==> config.mk <==
export PLATFORM = sky130hd
export DESIGN_NAME = serial_adder
export DESIGN_NICKNAME = d
export VERILOG_FILES = /design/src/rtl/serial_adder_pkg.sv /design/src/rtl/serial_adder_fa.sv /design/src/rtl/serial_adder.sv
export SDC_FILE = /design/constraint.sdc
export NUM_CORES = 1
export LEC_CHECK = 0
export CORE_MARGIN = 1.5
export CORE_UTILIZATION = 45
export CTS_BUF_LIST = sky130_fd_sc_hd__clkbuf_4
export DETAILED_ROUTE_END_ITERATION = 8
export HOLD_SLACK_MARGIN = 0.02
export PLACE_DENSITY = 0.73
export RECOVER_POWER = 100
export SLEW_MARGIN = 20
export SYNTH_ARGS = -nofsm -noshare
export SYNTH_HDL_FRONTEND = slang
export SYNTH_HIERARCHICAL = 1
export SYNTH_SLANG_ARGS = --single-unit
==> constraint.sdc <==
create_clock -name clk -period 1.6 [get_ports clk]
set_clock_uncertainty 0.2 [all_clocks]
set_input_delay 0.48 -clock clk [delete_from_list [all_inputs] [get_ports clk]]
set_output_delay 0.48 -clock clk [all_outputs]
set_load 0.01 [all_outputs]
==> src/rtl/serial_adder_pkg.sv <==
// Shared types for the bit-serial adder: FSM encoding and counter sizing.
// Optional OVF_FLAG_EN build adds a signed-overflow flag to serial_adder.
package serial_adder_pkg;

  typedef enum logic [1:0] {
    IDLE  = 2'd0,
    SHIFT = 2'd1,
    DONE  = 2'd2
  } state_t;

  // Counter must reach WIDTH-1; WIDTH+1 keeps WIDTH=1 at one bit.
  function automatic int cnt_w(input int w);
    return (w < 1) ? 1 : $clog2(w + 1);
  endfunction

endpackage

==> src/rtl/serial_adder_fa.sv <==
// One-bit combinational full adder cell used by the serial datapath.
// Pure logic, no state.
module fa (
  input  logic a,
  input  logic b,
  input  logic c,
  output logic sum,
  output logic carry
);

  assign sum   = a ^ b ^ c;
  assign carry = (a & b) | (a & c) | (b & c);

endmodule

==> src/rtl/serial_adder.sv <==
// Bit-serial WIDTH-bit adder, LSB first, one full-adder cell plus carry flop.
// Define OVF_FLAG_EN to add the ovf (2's-complement overflow) output.
module serial_adder
  import serial_adder_pkg::*;
#(
  parameter int WIDTH = 4
) (
  input  logic             clk,
  input  logic             rst,
  input  logic             start,
  input  logic [WIDTH-1:0] a,
  input  logic [WIDTH-1:0] b,
  input  logic             cin,
  output logic             busy,
  output logic             done,
  output logic [WIDTH-1:0] sum,
  output logic             cout
`ifdef OVF_FLAG_EN
  ,
  output logic             ovf
`endif
);

  localparam int CW = cnt_w(WIDTH);

  state_t           state;
  state_t           state_n;
  logic [CW-1:0]    count;
  logic [WIDTH-1:0] opa;
  logic [WIDTH-1:0] opb;
  logic [WIDTH-1:0] sum_n;
  logic             carry;
  logic             s;
  logic             c;
  logic             load;
  logic             step;
  logic             last;

  fa u_fa (
    .a    (opa[0]),
    .b    (opb[0]),
    .c    (carry),
    .sum  (s),
    .carry(c)
  );

  assign last = (count == CW'(WIDTH - 1));
  assign busy = (state == SHIFT);
  assign done = (state == DONE);

  // New bit enters at the MSB; works for WIDTH=1 too.
  always_comb begin
    sum_n = sum >> 1;
    sum_n[WIDTH-1] = s;
  end

  always_ff @(posedge clk) begin
    if (rst) state <= IDLE;
    else     state <= state_n;
  end

  always_comb begin
    state_n = state;
    load    = 1'b0;
    step    = 1'b0;
    unique case (state)
      IDLE: begin
        if (start) begin
          load    = 1'b1;
          state_n = SHIFT;
        end
      end
      SHIFT: begin
        step = 1'b1;
        if (last) state_n = DONE;
      end
      DONE: begin
        if (start) begin
          load    = 1'b1;
          state_n = SHIFT;
        end else begin
          state_n = IDLE;
        end
      end
      default: state_n = IDLE;
    endcase
  end

  always_ff @(posedge clk) begin
    if (rst) begin
      opa   <= '0;
      opb   <= '0;
      carry <= 1'b0;
      count <= '0;
      sum   <= '0;
      cout  <= 1'b0;
`ifdef OVF_FLAG_EN
      ovf   <= 1'b0;
`endif
    end else if (load) begin
      opa   <= a;
      opb   <= b;
      carry <= cin;
      count <= '0;
      sum   <= '0;
      cout  <= 1'b0;
`ifdef OVF_FLAG_EN
      ovf   <= 1'b0;
`endif
    end else if (step) begin
      opa   <= opa >> 1;
      opb   <= opb >> 1;
      carry <= c;
      count <= count + CW'(1);
      sum   <= sum_n;
      if (last) begin
        cout <= c;
`ifdef OVF_FLAG_EN
        // carry still holds the carry into the MSB here
        ovf  <= carry ^ c;
`endif
      end
    end
  end

endmodule

Yosys cells after proc, flatten, opt, wreduce, memory -nomap -nowiden
Index checks and enable logic that the tools add are counted.
{"block": "totals", "register_bits": 19, "input_bits": 12, "elab_cells": 39}
{"block": "classes", "addsub": 1, "n_eq_ne": 5, "n_mux": 13, "bitwise": 7, "n_reduce_logical": 6}
{"op": "4-bit two-way mux", "n": 4}
{"op": "1-bit two-way mux", "n": 6}
{"op": "2-bit case mux with 3 select lines", "n": 1}
{"op": "2-bit two-way mux", "n": 2}
{"op": "2-bit AND reduction", "n": 2}
{"op": "2-bit OR reduction", "n": 2}
{"op": "3-bit by 1-bit adder with 3-bit output, second input constant", "n": 1}
{"op": "1-bit bitwise AND", "n": 3}
{"op": "3-bit by 2-bit equality test with 1-bit output, second input constant", "n": 1}
{"op": "2-bit by 1-bit equality test with 1-bit output, second input constant", "n": 1}
{"op": "2-bit equality test, second input constant", "n": 1}
{"op": "2-bit logical NOT", "n": 1}
{"op": "2-bit by 1-bit inequality test with 1-bit output, second input constant", "n": 1}
{"op": "2-bit inequality test, second input constant", "n": 1}
{"op": "1-bit bitwise OR", "n": 2}
{"op": "2-bit nonzero test", "n": 1}
{"op": "1-bit bitwise XOR", "n": 2}

Depth between registers and ports, before layout
{"block": "logic_depth", "depth_word": 5, "ltp_mapped": 5, "ltp_nobuf": 5}

Modules after synthesis
The synthesis kept the hierarchy.
{"module": "serial_adder", "n_inst": 1, "cells_per_inst": 87, "area_per_inst_um2": 779.5, "seq_area_each_um2": 380.4}
{"module": "fa", "n_inst": 1, "cells_per_inst": 1, "area_per_inst_um2": 20.0, "seq_area_each_um2": 0.0}

Worst setup path before layout
OpenSTA, ideal clock, no wires.
{"block": "synth_timing", "path_kind": "reg2out", "start": "reg state[1]", "end": "out busy", "t_arrival_ps": 742, "required_ps": 920, "setup_slack_ps": 178, "path_stages_with_launch": 4, "cell_sequence": "dfxtp_1 -> nand2b_2 -> inv_4 -> buf_6"}
{"block": "synth_between", "elab_chain_len": 1}
{"element": "from (decl)", "line": "serial_adder.sv:26", "source": "state_t state;"}
{"element": "from (signal assigned)", "line": "serial_adder.sv:59", "source": "else state <= state_n;"}
{"element": "2-bit by 1-bit equality test with 1-bit output", "line": "serial_adder.sv:48", "source": "assign busy = (state == SHIFT);"}
{"element": "to (decl)", "line": "serial_adder.sv:14", "source": "output logic busy,"}
No other way between the ends.

Worst setup path after layout
Ends and elaborated chain as after synthesis.

==> summary.md <==
| Metric | Value |
|---|---|
| Flop pwr share | `0.553` |
| Switch share | `0.255` |
| Synth top cells by count | `dfxtp_1 (19), nand2_1 (15), nor3_1 (10)` |
| CTS max path bufs | `2` |
| Global route overflow | `0` |
| CP startpoint kind | `register` |
| Fillcell total | `160` |
| Global-route wire length before repair | `approximately 2.6 mm` |
| Min Hold Slack | `0.264 ns` |
| Post-synth EDFFs | `0` |
| Total power | `about 0.94 mW` |
| YS warnings | `6` |
| Inserted Clock Buffers | `3` |
| Syn Area/Cell | `9.09 um2` |
| Synth area leaders | `dfxtp_1 (48%), nand2_1 (7.0%), nor3_1 (6.3%), a21oi_1 (4.4%), a311oi_2 (3.8%)` |
| Height of the die | `between 40 and 50 um` |
| #FFs+latches synth | `19` |
| Clock power frac | `0.270` |
| Ys async rst share | `0` |
| Clock latency at the later pin of the worst-skew pair | `approximately 0.29 ns` |
| Post-Place Setup Slack | `-0.219 ns` |
| Slew Limit Fails | `0` |
| Nets | `128` |
| Post-DP HPWL | `~1.1 mm` |
| Initial antenna violation count | `0` |
| Ant diodes | `0` |
| Worst path required time | `0.92 ns` |
| Non-filler cells, final | `129` |
| Dominant cell type by area after synthesis | `dfxtp_1` |
| Detailed-route via count | `708` |
| Setup TNS | `0 ns` |
| Die X | `45.2 um` |
| Row cnt | `15` |
| Lkg Pwr | `0.387 nW` |
| Final setup viols | `0` |
| Final WS setup | `between 0.0007 and 0.0008 ns` |
| Post-Place Cells | `125` |
| Wire length per cell | `12.5 um` |
| Input/output buffers | `18` |
| Starting density of the core | `0.473` |
| Core box area | `about 1700 um2` |
| Internal power | `around 0.70 mW` |
| Yosys top cell area share | `0.476` |
| Hold WC Path Type | `reg2reg` |
| Routability Congestion | `0.722` |
| Sequential element share of the synthesized area | `0.476` |
| Vias in the first global route | `561` |
| CTS root buf | `clkbuf_4` |
| CTS Hold Bufs | `0` |
| Comb power frac | `0.177` |
| Share of layout cells above drive strength 1 | `0.179` |
| Die Footprint | `2040 um2` |
| Antenna Nets Post-Route | `0` |
| Top-count cell post-synth | `dfxtp_1` |
| Critical Path AT | `just over 0.9 ns` |
| Final hold violations | `0` |
| I/O pin count | `19` |
| Switching pwr | `0.238 mW` |
| DRT Pass-1 Iters | `4` |
| Ys flop type | `dfxtp_1` |
| Critical path fanouts, max | `3` |
| H-tree depth | `1` |
| Setup bufs post-CTS | `0` |
| Final worst-path cycle share | `1.00` |
| Global-route usage over all layers | `0.181` |
| FMAX | `625 MHz` |
| Slew headroom | `0.781` |
| Reg2reg setup slack | `0.14 ns` |
| Worst Tran Pin Value | `between 0.3 and 0.4 ns` |
| Status | `complete, no violations` |
| Final wirelength | `1.61 mm` |
| Max-cap violation count | `0` |
| Mapped cell area | `between 700 and 800 um2` |
| Peak VDD IR | `0.604 mV` |
| RSZ-0062 raised after global routing | `yes` |
| Clock period minus worst slack | `1.60 ns` |
| Yosys cell types | `25` |
| Area growth syn-to-layout | `26.8%` |
| Via/cell ratio | `5.49` |
| Clock tree sinks | `19` |
| Largest net degree at the start of global routing | `19` |
| CTS tree | `yes` |
| Synth Instances | `between 80 and 90` |
| DR DRC count | `0` |
| PD cells | `approximately 920 nW/um2` |
| Mapped Nets | `103` |
| Clock slew at reported path FFs | `roughly 0.11 ns` |
| Critical path capture point type | `output pin` |
| 1st-iter DRT viols | `5` |
| WS Path Type | `reg2out` |
-- final timing paths --
kind,start,end,cells after the start
worst max-delay path,state[1]$_SDFFE_PP0P_,busy,3
worst min register to register,sum[0]$_SDFFE_PP0P_,sum[0]$_SDFFE_PP0P_,2
worst min-delay path,sum[0]$_SDFFE_PP0P_,sum[0]$_SDFFE_PP0P_,2
worst max register to register,state[0]$_SDFFE_PP0P_,opb[2]$_SDFFE_PP0P_,5
-- per-layer routing --
| layer | track usage | wire [um] | share of wire |
|---|---|---|---|
| met5 | 0 | 0 | 0 |
| met4 | 0.106 | 39 | 0.024 |
| met3 | 0.0360 | 60 | 0.037 |
| met2 | 0.251 | 758 | 0.47 |
| met1 | 0.257 | 748 | 0.47 |
-- registers in the layout (all words and copies together), names as in the netlist --
name / flops
opa: 4
opb: 4
sum: 4
count: 3
state: 2
carry: 1
cout: 1
-- metrics by stage --
step	cell area, um2	utilization
2_1_floorplan	800	-
3_3_place_gp	1020	0.606
3_5_place_dp	1020	0.606
4_1_cts	1050	0.624
5_1_grt	1010	0.600
6_report	1010	0.600
-- power by group through the flow --
stage | registers [mW] | logic (mW) | clock network, mW
2_1_floorplan | 0.526 | 0.103 | 0
3_3_place_gp | 0.527 | 0.165 | 0
3_5_place_dp | 0.528 | 0.169 | 0
4_1_cts | 0.518 | 0.173 | 0.258
5_1_grt | 0.521 | 0.182 | 0.289
6_report | 0.518 | 0.165 | 0.253
-- cells in the final DEF (no fill, tap or decap) --
master and n:
dfxtp_1 17, nand2_1 15, xnor2_1 1, a311oi_2 2
clkbuf_2 3, mux2i_1 2, buf_4 5, a211oi_1 1
nand2b_1 2, a22oi_1 1, clkbuf_4 4, dfxtp_2 2
inv_4 1, a21oi_1 7, clkbuf_1 5, buf_6 1
nor3_1 10, ha_1 2, nand3_1 2, o21a_1 1
clkdlybuf4s50_1 11, fa_1 1, nand2b_4 1, nand3b_1 1
buf_2 1, nor2b_1 2, inv_1 1, nor2_1 6
o22ai_1 4
-- final cells by class --
class	count	area, um2	area share
Sequential cell	19	383	0.378
Multi-Input combinational cell	61	372	0.367
Timing Repair Buffer	26	198	0.195
Clock buffer	4	30.0	0.0296
Tap cell	17	21.3	0.0210
Inverter	2	10.0	0.00988
-- kinds of logic (layout without fill, tap and decap cells) --
family	count (synthesis)	count (layout)	synth area share
AND/OR/NAND/NOR	39	39	0.225
adder cells (fa/ha/maj)	3	3	0.0563
multiplexers	2	2	0.0250
buffers and inverters	8	32	0.0595
XOR/XNOR	1	1	0.0110
flip-flops	19	19	0.476
AO/OA/AOI/OAI	16	16	0.147
-- critical path: stages, from the launching register on --
cell	delay (ns)
dfxtp_2	0.34
nand2b_4	0.14
inv_4	0.05
buf_6	0.09
-- timing repair --
action | CTS | global route
pin swaps | 0 | 0
cloned | 0 | 0
gates resized for setup | 19 | 9
endpoints found under the setup margin | 7 | 7
No activity file was read; power rests on OpenSTA's default activity.
